[src/rtl/fmps_readout_scheduler_pkg.sv]
// Shared definitions for the FMPS readout scheduler: FSM state codes and
// the bit layout of the AXI-Stream TUSER sideband.
package fmps_pkg;

  typedef logic [2:0] fmpsState_t;

  localparam fmpsState_t ST_IDLE    = 3'd0;
  localparam fmpsState_t ST_SC_ADDR = 3'd1;
  localparam fmpsState_t ST_SC_WAIT = 3'd2;
  localparam fmpsState_t ST_SC_EMIT = 3'd3;
  localparam fmpsState_t ST_UB_ADDR = 3'd4;
  localparam fmpsState_t ST_UB_WAIT = 3'd5;

  // TUSER = {aborted, present, index}; index field starts at bit 0.
  localparam int TUSER_INDEX_LSB = 0;

  function automatic int tuserPresentBit(input int indexWidth);
    return indexWidth;
  endfunction

  function automatic int tuserAbortedBit(input int indexWidth);
    return indexWidth + 1;
  endfunction

endpackage

[src/rtl/fmps_readout_scheduler.sv]
// FMPS readout scheduler: once per FA cycle walks the readout DPRAM from
// index 0 to lastIndex and streams each entry to the Mitigation Node. The
// same read port serves single-word MicroBlaze diagnostic reads between scans.
module fmps_readout_scheduler
  import fmps_pkg::*;
#(
  parameter int INDEX_WIDTH = 5,
  parameter int COUNT_WIDTH = 16
) (
  input  logic                   sysClk,
  input  logic                   sysReset,
  input  logic                   FAstrobe,
  input  logic                   readoutValid,
  input  logic [INDEX_WIDTH-1:0] lastIndex,
  output logic [INDEX_WIDTH-1:0] fmpsReadoutAddress,
  input  logic [31:0]            fmpsReadout,
  input  logic                   fmpsReadoutPresent,
  output logic                   M_TVALID,
  input  logic                   M_TREADY,
  output logic [31:0]            M_TDATA,
  output logic [INDEX_WIDTH+1:0] M_TUSER,
  output logic                   M_TLAST,
  input  logic                   uBreadStrobe,
  input  logic [INDEX_WIDTH-1:0] uBreadAddress,
  output logic [31:0]            uBreadout,
  output logic                   uBreadPresent,
  output logic                   uBreadDone,
  output logic                   scanBusy,
  output logic [COUNT_WIDTH-1:0] scanCount,
  output logic [COUNT_WIDTH-1:0] abortCount
);

  localparam int USER_WIDTH  = INDEX_WIDTH + 2;
  localparam int PRESENT_BIT = tuserPresentBit(INDEX_WIDTH);
  localparam int ABORTED_BIT = tuserAbortedBit(INDEX_WIDTH);

  fmpsState_t stateReg, stateNext;

  logic                   readoutValidD;
  logic                   scanTrigger;
  logic [INDEX_WIDTH-1:0] idxReg, idxInc, lastReg;
  logic [INDEX_WIDTH-1:0] ubAddrReg, addrHoldReg;
  logic                   ubPendingReg;
  logic [31:0]            tdataReg;
  logic [USER_WIDTH-1:0]  tuserReg;
  logic                   tlastReg;
  logic                   busyReg;
  logic [31:0]            ubDataReg;
  logic                   ubPresentReg, ubDoneReg;
  logic [COUNT_WIDTH-1:0] scanCountReg, abortCountReg;
  logic [USER_WIDTH-1:0]  beatUser, termUserCur, termUserInc;

  assign scanTrigger = readoutValid & ~readoutValidD;
  assign idxInc      = idxReg + INDEX_WIDTH'(1);

  // TUSER images: a normal beat, and terminators for the current/next index
  always_comb begin
    beatUser    = '0;
    termUserCur = '0;
    termUserInc = '0;
    beatUser[TUSER_INDEX_LSB +: INDEX_WIDTH]    = idxReg;
    beatUser[PRESENT_BIT]                       = fmpsReadoutPresent;
    termUserCur[TUSER_INDEX_LSB +: INDEX_WIDTH] = idxReg;
    termUserCur[ABORTED_BIT]                    = 1'b1;
    termUserInc[TUSER_INDEX_LSB +: INDEX_WIDTH] = idxInc;
    termUserInc[ABORTED_BIT]                    = 1'b1;
  end

  // State register
  always_ff @(posedge sysClk) begin
    if (sysReset) stateReg <= ST_IDLE;
    else          stateReg <= stateNext;
  end

  // Next-state logic: a scan trigger beats a pending uB read in IDLE
  always_comb begin
    stateNext = stateReg;
    case (stateReg)
      ST_IDLE: begin
        if (scanTrigger)                        stateNext = ST_SC_ADDR;
        else if (ubPendingReg || uBreadStrobe)  stateNext = ST_UB_ADDR;
      end
      ST_SC_ADDR: stateNext = FAstrobe ? ST_SC_EMIT : ST_SC_WAIT;
      ST_SC_WAIT: stateNext = ST_SC_EMIT;
      ST_SC_EMIT: begin
        if (M_TREADY) begin
          if (tlastReg)      stateNext = ST_IDLE;
          else if (FAstrobe) stateNext = ST_SC_EMIT;  // terminator follows immediately
          else               stateNext = ST_SC_ADDR;
        end
      end
      ST_UB_ADDR: stateNext = ST_UB_WAIT;
      ST_UB_WAIT: stateNext = ST_IDLE;
      default:    stateNext = ST_IDLE;
    endcase
  end

  // Outputs decoded from state: read address mux and stream valid
  always_comb begin
    fmpsReadoutAddress = addrHoldReg;
    M_TVALID           = 1'b0;
    case (stateReg)
      ST_SC_ADDR: fmpsReadoutAddress = idxReg;
      ST_UB_ADDR: fmpsReadoutAddress = ubAddrReg;
      ST_SC_EMIT: M_TVALID = 1'b1;
      default: ;
    endcase
  end

  // Datapath: beat registers, uB read port, counters, trigger edge detect
  always_ff @(posedge sysClk) begin
    if (sysReset) begin
      // Track the input through reset so a level already high is not an edge.
      readoutValidD <= readoutValid;
      idxReg        <= '0;
      lastReg       <= '0;
      ubAddrReg     <= '0;
      addrHoldReg   <= '0;
      ubPendingReg  <= 1'b0;
      tdataReg      <= '0;
      tuserReg      <= '0;
      tlastReg      <= 1'b0;
      busyReg       <= 1'b0;
      ubDataReg     <= '0;
      ubPresentReg  <= 1'b0;
      ubDoneReg     <= 1'b0;
      scanCountReg  <= '0;
      abortCountReg <= '0;
    end else begin
      readoutValidD <= readoutValid;
      addrHoldReg   <= fmpsReadoutAddress;
      ubDoneReg     <= 1'b0;

      // A strobe during UB_ADDR/UB_WAIT re-arms pending for a second read.
      if (uBreadStrobe) begin
        ubPendingReg <= 1'b1;
        ubAddrReg    <= uBreadAddress;
      end else if (stateReg == ST_UB_ADDR) begin
        ubPendingReg <= 1'b0;
      end

      case (stateReg)
        ST_IDLE: begin
          if (scanTrigger) begin
            idxReg  <= '0;
            lastReg <= lastIndex;
            busyReg <= 1'b1;
          end
        end
        ST_SC_ADDR: begin
          if (FAstrobe) begin
            tdataReg <= '0;
            tuserReg <= termUserCur;
            tlastReg <= 1'b1;
          end
        end
        ST_SC_WAIT: begin
          if (FAstrobe) begin
            tdataReg <= '0;
            tuserReg <= termUserCur;
            tlastReg <= 1'b1;
          end else begin
            tdataReg <= fmpsReadoutPresent ? fmpsReadout : 32'd0;
            tuserReg <= beatUser;
            tlastReg <= (idxReg == lastReg);
          end
        end
        ST_SC_EMIT: begin
          if (M_TREADY) begin
            if (tlastReg) begin
              busyReg <= 1'b0;
              if (tuserReg[ABORTED_BIT]) abortCountReg <= abortCountReg + COUNT_WIDTH'(1);
              else                       scanCountReg  <= scanCountReg + COUNT_WIDTH'(1);
            end else begin
              idxReg <= idxInc;
              if (FAstrobe) begin
                tdataReg <= '0;
                tuserReg <= termUserInc;
                tlastReg <= 1'b1;
              end
            end
          end else if (FAstrobe) begin
            tuserReg[ABORTED_BIT] <= 1'b1;
            tlastReg              <= 1'b1;
          end
        end
        ST_UB_WAIT: begin
          ubDataReg    <= fmpsReadout;
          ubPresentReg <= fmpsReadoutPresent;
          ubDoneReg    <= 1'b1;
        end
        default: ;
      endcase
    end
  end

  assign M_TDATA       = tdataReg;
  assign M_TUSER       = tuserReg;
  assign M_TLAST       = tlastReg;
  assign uBreadout     = ubDataReg;
  assign uBreadPresent = ubPresentReg;
  assign uBreadDone    = ubDoneReg;
  assign scanBusy      = busyReg;
  assign scanCount     = scanCountReg;
  assign abortCount    = abortCountReg;

endmodule

[config.mk]
export PLATFORM = sky130hd
export DESIGN_NAME = fmps_readout_scheduler
export DESIGN_NICKNAME = d
export VERILOG_FILES = /design/src/rtl/fmps_readout_scheduler_pkg.sv /design/src/rtl/fmps_readout_scheduler.sv
export SDC_FILE = /design/constraint.sdc
export NUM_CORES = 1
export LEC_CHECK = 0
export BUFFER_PORTS_ARGS = -buffer_cell sky130_fd_sc_hd__buf_2
export CAP_MARGIN = 20
export CORE_ASPECT_RATIO = 2
export CORE_MARGIN = 2
export CORE_UTILIZATION = 30
export DETAILED_ROUTE_END_ITERATION = 12
export SLEW_MARGIN = 20
export SYNTH_ARGS = -nofsm -noshare
export SYNTH_HDL_FRONTEND = slang
export SYNTH_SLANG_ARGS = --single-unit
export TNS_END_PERCENT = 30
[constraint.sdc]
create_clock -name sysClk -period 3.6 [get_ports sysClk]
set_clock_uncertainty 0.15 [all_clocks]
set_input_delay 0.54 -clock sysClk [delete_from_list [all_inputs] [get_ports sysClk]]
set_output_delay 0.54 -clock sysClk [all_outputs]
set_load 0.005 [all_outputs]
==> impl_metrics.json, run 1 <==
{
  "status": "finished, final reports clean",
  "final_max_slew_viol_count": 0,
  "drt_iter0_markers": 122,
  "start_kind": "register",
  "fmax_ghz": 0.380,
  "cp_slowest_cell": "nor2b_1",
  "cts.htree.levels": 4,
  "area_delta_synth_final_pct": 29.4,
  "viasPerCell": 4.93,
  "slew_headroom": 0.554,
  "ff2ff_path_depth": 4,
  "fin_crit_ns": 2.63,
  "ant_nets": 0,
  "drive_gt1_frac": 0.250,
  "netlist_instances": 669,
  "critPathKind": "reg2out",
  "core_area_um2": 17700,
  "layout_setup_ws_ns": 0.967,
  "cts_sinks": 132,
  "holdPathStages": 1,
  "worstReg2RegEnd": "abortCount[15]",
  "rsz0062_at_grt": "false",
  "setup_viol": 0,
  "synth_flop_cell": "dfxtp_1",
  "ys_top_cells_by_count": "nand2_1 (150), dfxtp_1 (132), a21oi_1 (106)",
  "clock-root-buffer": "clkbuf_16",
  "min_path_type": "in2reg",
  "worst_pin_slew_ns": 0.668,
  "yosys_warnings": 0,
  "worst-endpoint-required_ns": 2.91,
  "critPathMostFrequentCell": "a21oi_1",
  "insertion_delay_ns": 0.42,
  "cts_buffers": 17,
  "endpoint_kind": "output pin",
  "synth_edf_count": 0,
  "ys_ff_latch": 132,
  "grt_max_degree": 44,
  "place_area_um2": 6360,
  "p_total_w": 0.00482,
  "synth_area_um2": 5380,
  "grt_pass1_vias": 4865,
  "antenna_found_initial": 0,
  "synth_nets": 721,
  "grt_overflow": 0,
  "yosysTopAreaCell": "dfxtp_1",
  "power_leakage_nw": 2.84,
  "worstHoldEndpoint": "readoutValidD",
  "cts_resized": 0,
  "io_buffer_count": 161,
  "wl_um": 15500,
  "rrSetupSlack_ns": 1.21,
  "nNetsFinal": 865,
  "yosysSeqAreaShare": 0.492,
  "yosys.cell_count.top_type": "nand2_1",
  "die_area_um2": 19100,
  "final_util": 0.393,
  "post-place-ws_ns": 0.867,
  "cts_tree": "done",
  "firstDrtPassIters": 4,
  "wl_per_cell_um": 15.0,
  "crit_family": "buffers and inverters",
  "io_pins": 162,
  "die_w_um": 98.7,
  "synthArstFlopShare": 0,
  "fp-row-count": 69,
  "power_density_nw_per_um2": 692,
  "cp.arrival_ns": 1.94,
  "grt_pass1_wl_um": 25200,
  "hold_buffers": 0,
  "final_cell_area_um2": 6960,
  "drv_cap": 0,
  "clk_pin_slew_worst_paths_ns": 0.06,
  "ir_drop_mv": 0.318,
  "setup_tns_ns": 0,
  "synth.avg_cell_area_um2": 8.04,
  "yosysTopAreaCellShare": 0.492,
  "fp.dieH_um": 193,
  "drc": 0,
  "post_cts_buffers": 0,
  "hold_violations": 0,
  "synth_cell_types": 42,
  "cp_max_fo": 24,
  "grt_usage": 0.167,
  "place_congestion": 0.782,
  "diodes": 0,
  "clockBufferDepth": 2,
  "slowest_delay_ns": 0.39,
  "vias": 5120,
  "synth_area_leaders": "dfxtp_1 (49%), nand2_1 (10%), a21oi_1 (9.9%), nor2_1 (3.4%), clkbuf_1 (2.7%)",
  "timing.final.crit_share": 0.731,
  "dp_hpwl_um": 11000,
  "reg2reg_from": "stateReg[2]",
  "hp-start": "readoutValid",
  "start_util": 0.304,
  "critPathBufInv": 2,
  "worstPathCellList": "buf_4 -> nor2b_1 -> a21oi_1 -> o22ai_1 -> a21oi_1 -> buf_2"
}
-- cell usage in the layout, fill, tap and decap left out, drive strengths merged, types with 3 or more instances in the layout --
cell,instances
a211oi,13
a21oi,106
and2,5
and4,4
buf,172
bufinv,3
clkbuf,18
clkinv,7
clkinvlp,3
dfxtp,132
ha,3
inv,9
mux2i,8
nand2,150
nand3,17
nand3b,3
nand4,15
nor2,49
nor2b,3
nor3,9
nor4,5
o21ai,20
o22ai,8
or3,17
xnor2,16
xor2,9
-- registers in the layout (all words and copies together) (netlist names) --
register       cells
idxReg             5
uBreadout         32
abortCount        16
ubPendingReg       1
ubAddrReg          5
scanCount         16
M_TUSER            7
lastReg            5
uBreadDone         1
readoutValidD      1
M_TDATA           32
uBreadPresent      1
M_TLAST            1
addrHoldReg        5
stateReg           3
scanBusy           1
-- per-layer routing --
metal  vias to the layer above  track usage  routed length, um
met1                      2398        0.167               5830
met2                       112        0.326               8960
met3                        16       0.0314                492
li1                       2594            -                  -
met5                         -            0                  0
met4                         0       0.0670                242
-- cell type report --
cell class,instances,area (um^2)
fill,1927,10700
multi-input combinational,481,2530
clock inverter,13,159
inverter,9,33.8
sequential,132,2640
timing repair buffer,172,891
tap,213,267
clock buffer,18,439
-- how the worst max path moves through the flow --
stage,startpoint,endpoint,depth (start not counted)
after floorplan,stateReg[0],fmpsReadoutAddress[1],7
after global placement,M_TREADY,abortCount[15],5
after detailed placement,M_TREADY,abortCount[15],5
after CTS,stateReg[0],fmpsReadoutAddress[4],6
after global routing,stateReg[0],fmpsReadoutAddress[4],6
final,stateReg[0],fmpsReadoutAddress[4],6
-- report_power, final --
| part | internal, W | switching [W] | total [W] |
|---|---|---|---|
| clock network | 0.00110 | 0.000659 | 0.00176 |
| registers | 0.00166 | 0.000111 | 0.00177 |
| logic | 0.000478 | 0.000808 | 0.00129 |
| total | 0.00324 | 0.00158 | 0.00482 |
-- logic make-up after synthesis --
| family | Yosys count | share of synthesized area |
|---|---|---|
| compound gates | 157 | 0.162 |
| xor+xnor | 25 | 0.0407 |
| fa+ha+maj | 3 | 0.00698 |
| buf+inv | 56 | 0.0405 |
| flops | 132 | 0.492 |
| mux | 8 | 0.0149 |
| simple gates | 288 | 0.244 |
-- through the flow --
step,instances,hold slack (ns)
after floorplan,669,0.298
after global placement,1007,0.289
after detailed placement,1007,0.293
after CTS,1038,0.0573
after global routing,1038,0.0589
final,1038,0.0775
Power figures use the tool's default switching activity.
==> run 2, diff against run 1 <==
Clock period 3.6 ns to 2.44 ns, I/O delays scaled along.
==> impl_metrics.json, run 2 (same netlist as run 1, synthesis figures left out) <==
{
  "die_w_um": 98.7,
  "nNetsFinal": 877,
  "final_cell_mix": "buf_2 (160), nand2_1 (150), dfxtp_1 (132)",
  "drive_gt1_frac": 0.259,
  "post_cts_buffers": 0,
  "post-place-ws_ns": 0.214,
  "drv_cap": 0,
  "io_pins": 162,
  "setup_tns_ns": 0,
  "fp.dieH_um": 193,
  "drc": 0,
  "grt_pass1_wl_um": 25400,
  "ir_drop_mv": 0.603,
  "fillerInstances": 1911,
  "critPathKind": "reg2out",
  "worst-endpoint-required_ns": 1.92,
  "core_area_um2": 17700,
  "cts.htree.levels": 4,
  "status": "finished, final reports clean",
  "grt_pass1_vias": 5006,
  "cts_tree": "done",
  "diodes": 0,
  "hold_violations": 0,
  "layout_setup_ws_ns": 0.172,
  "grt_overflow": 0,
  "rsz0062_at_grt": "false",
  "wl_um": 15700,
  "viasPerCell": 4.89,
  "min_path_type": "in2reg",
  "clk_pin_slew_worst_paths_ns": 0.06,
  "fmax_ghz": 0.441,
  "die_area_um2": 19100,
  "cts_buffers": 17,
  "antenna_found_initial": 0,
  "vias": 5130,
  "cp.arrival_ns": 1.75,
  "start_kind": "register",
  "cp_max_fo": 24,
  "firstDrtPassIters": 5,
  "endpoint_kind": "output pin",
  "grt_usage": 0.166,
  "final_common_cell": "buf_2",
  "io_buffer_count": 161,
  "timing.final.crit_share": 0.930,
  "power_density_nw_per_um2": 984,
  "cts_sinks": 132,
  "drt_iter0_markers": 125,
  "fin_crit_ns": 2.27,
  "slew_headroom": 0.578,
  "dp_hpwl_um": 11400,
  "ant_nets": 0,
  "fp-row-count": 69,
  "insertion_delay_ns": 0.42,
  "wl_per_cell_um": 15.0,
  "worst_pin_slew_ns": 0.634,
  "power_leakage_nw": 2.87,
  "area_delta_synth_final_pct": 30.7,
  "clock-root-buffer": "clkbuf_16",
  "place_congestion": 0.784,
  "grt_max_degree": 53,
  "setup_viol": 0,
  "clockBufferDepth": 2,
  "final_max_slew_viol_count": 0,
  "start_util": 0.304,
  "p_total_w": 0.00691
}
==> run 2: changes by cell type in the layout (fill, tap and decap cells not counted), sizes merged <==
cell         change
buf             +11
bufinv           -3
clkinv           -1
clkinvlp         +5
dlygate4sd3      +1
inv              -1
==> run 2: repair_timing <==
action / in CTS / in global routing
gates resized for setup: 0 / 2
endpoints found under the hold margin: 1 / 0
endpoints found under the setup margin: 0 / 2
hold buffers: 1 / 0
==> run 2: final timing paths <==
kind / from / to / slack [ns] / cells after the start
min reg2reg: M_TDATA[18] / M_TDATA[18] / 0.30 / 2
min: uBreadAddress[0] / ubAddrReg[0] / 0.03 / 3
max reg2reg: stateReg[2] / abortCount[15] / 0.38 / 4
max: stateReg[0] / fmpsReadoutAddress[3] / 0.17 / 6
==> run 2: area by class of cell <==
cell class / instances / area (um^2) / share of cell area
flip-flops and latches: 132 / 2640 / 0.376
inverters: 9 / 33.8 / 0.00481
multi-input cells: 481 / 2530 / 0.360
well taps: 213 / 267 / 0.0379
clock buffers: 18 / 439 / 0.0625
clock inverters: 13 / 88.8 / 0.0126
repair buffers: 184 / 1030 / 0.146
==> run 2: worst max-delay path, stage by stage, from the launching register on <==
cell and delay [ns]:
dfxtp_1 0.34, buf_6 0.21, inv_1 0.14, nand2_1 0.19, o22ai_1 0.13, a21oi_1 0.18, buf_2 0.13
==> run 2: routing by layer <==
metal | GRT usage | vias up | part of all wire
met5 | 0 | - | 0
met4 | 0.0685 | 0 | 0.022
met3 | 0.0329 | 20 | 0.042
met2 | 0.325 | 143 | 0.57
met1 | 0.165 | 2359 | 0.36
li1 | - | 2608 | -
==> run 2: report_power, final <==
part	leakage [nW]	internal [W]	switching, W	total, W
Sequential	1.07	0.00245	0.000153	0.00261
Combinational	1.56	0.000805	0.00122	0.00203
Clock	0.238	0.00131	0.000969	0.00228
Total	2.87	0.00457	0.00235	0.00691
==> run 2: per-stage QoR <==
| stage | area, um^2 | instances | util | hold WS (ns) |
|---|---|---|---|---|
| floorplan | 5380 | 669 | - | 0.244 |
| global placement | 6480 | 1018 | 0.366 | 0.289 |
| detailed placement | 6480 | 1018 | 0.366 | 0.293 |
| CTS | 7020 | 1050 | 0.397 | 0.0187 |
| global route | 7030 | 1050 | 0.397 | 0.0338 |
| finish | 7030 | 1050 | 0.397 | 0.0349 |
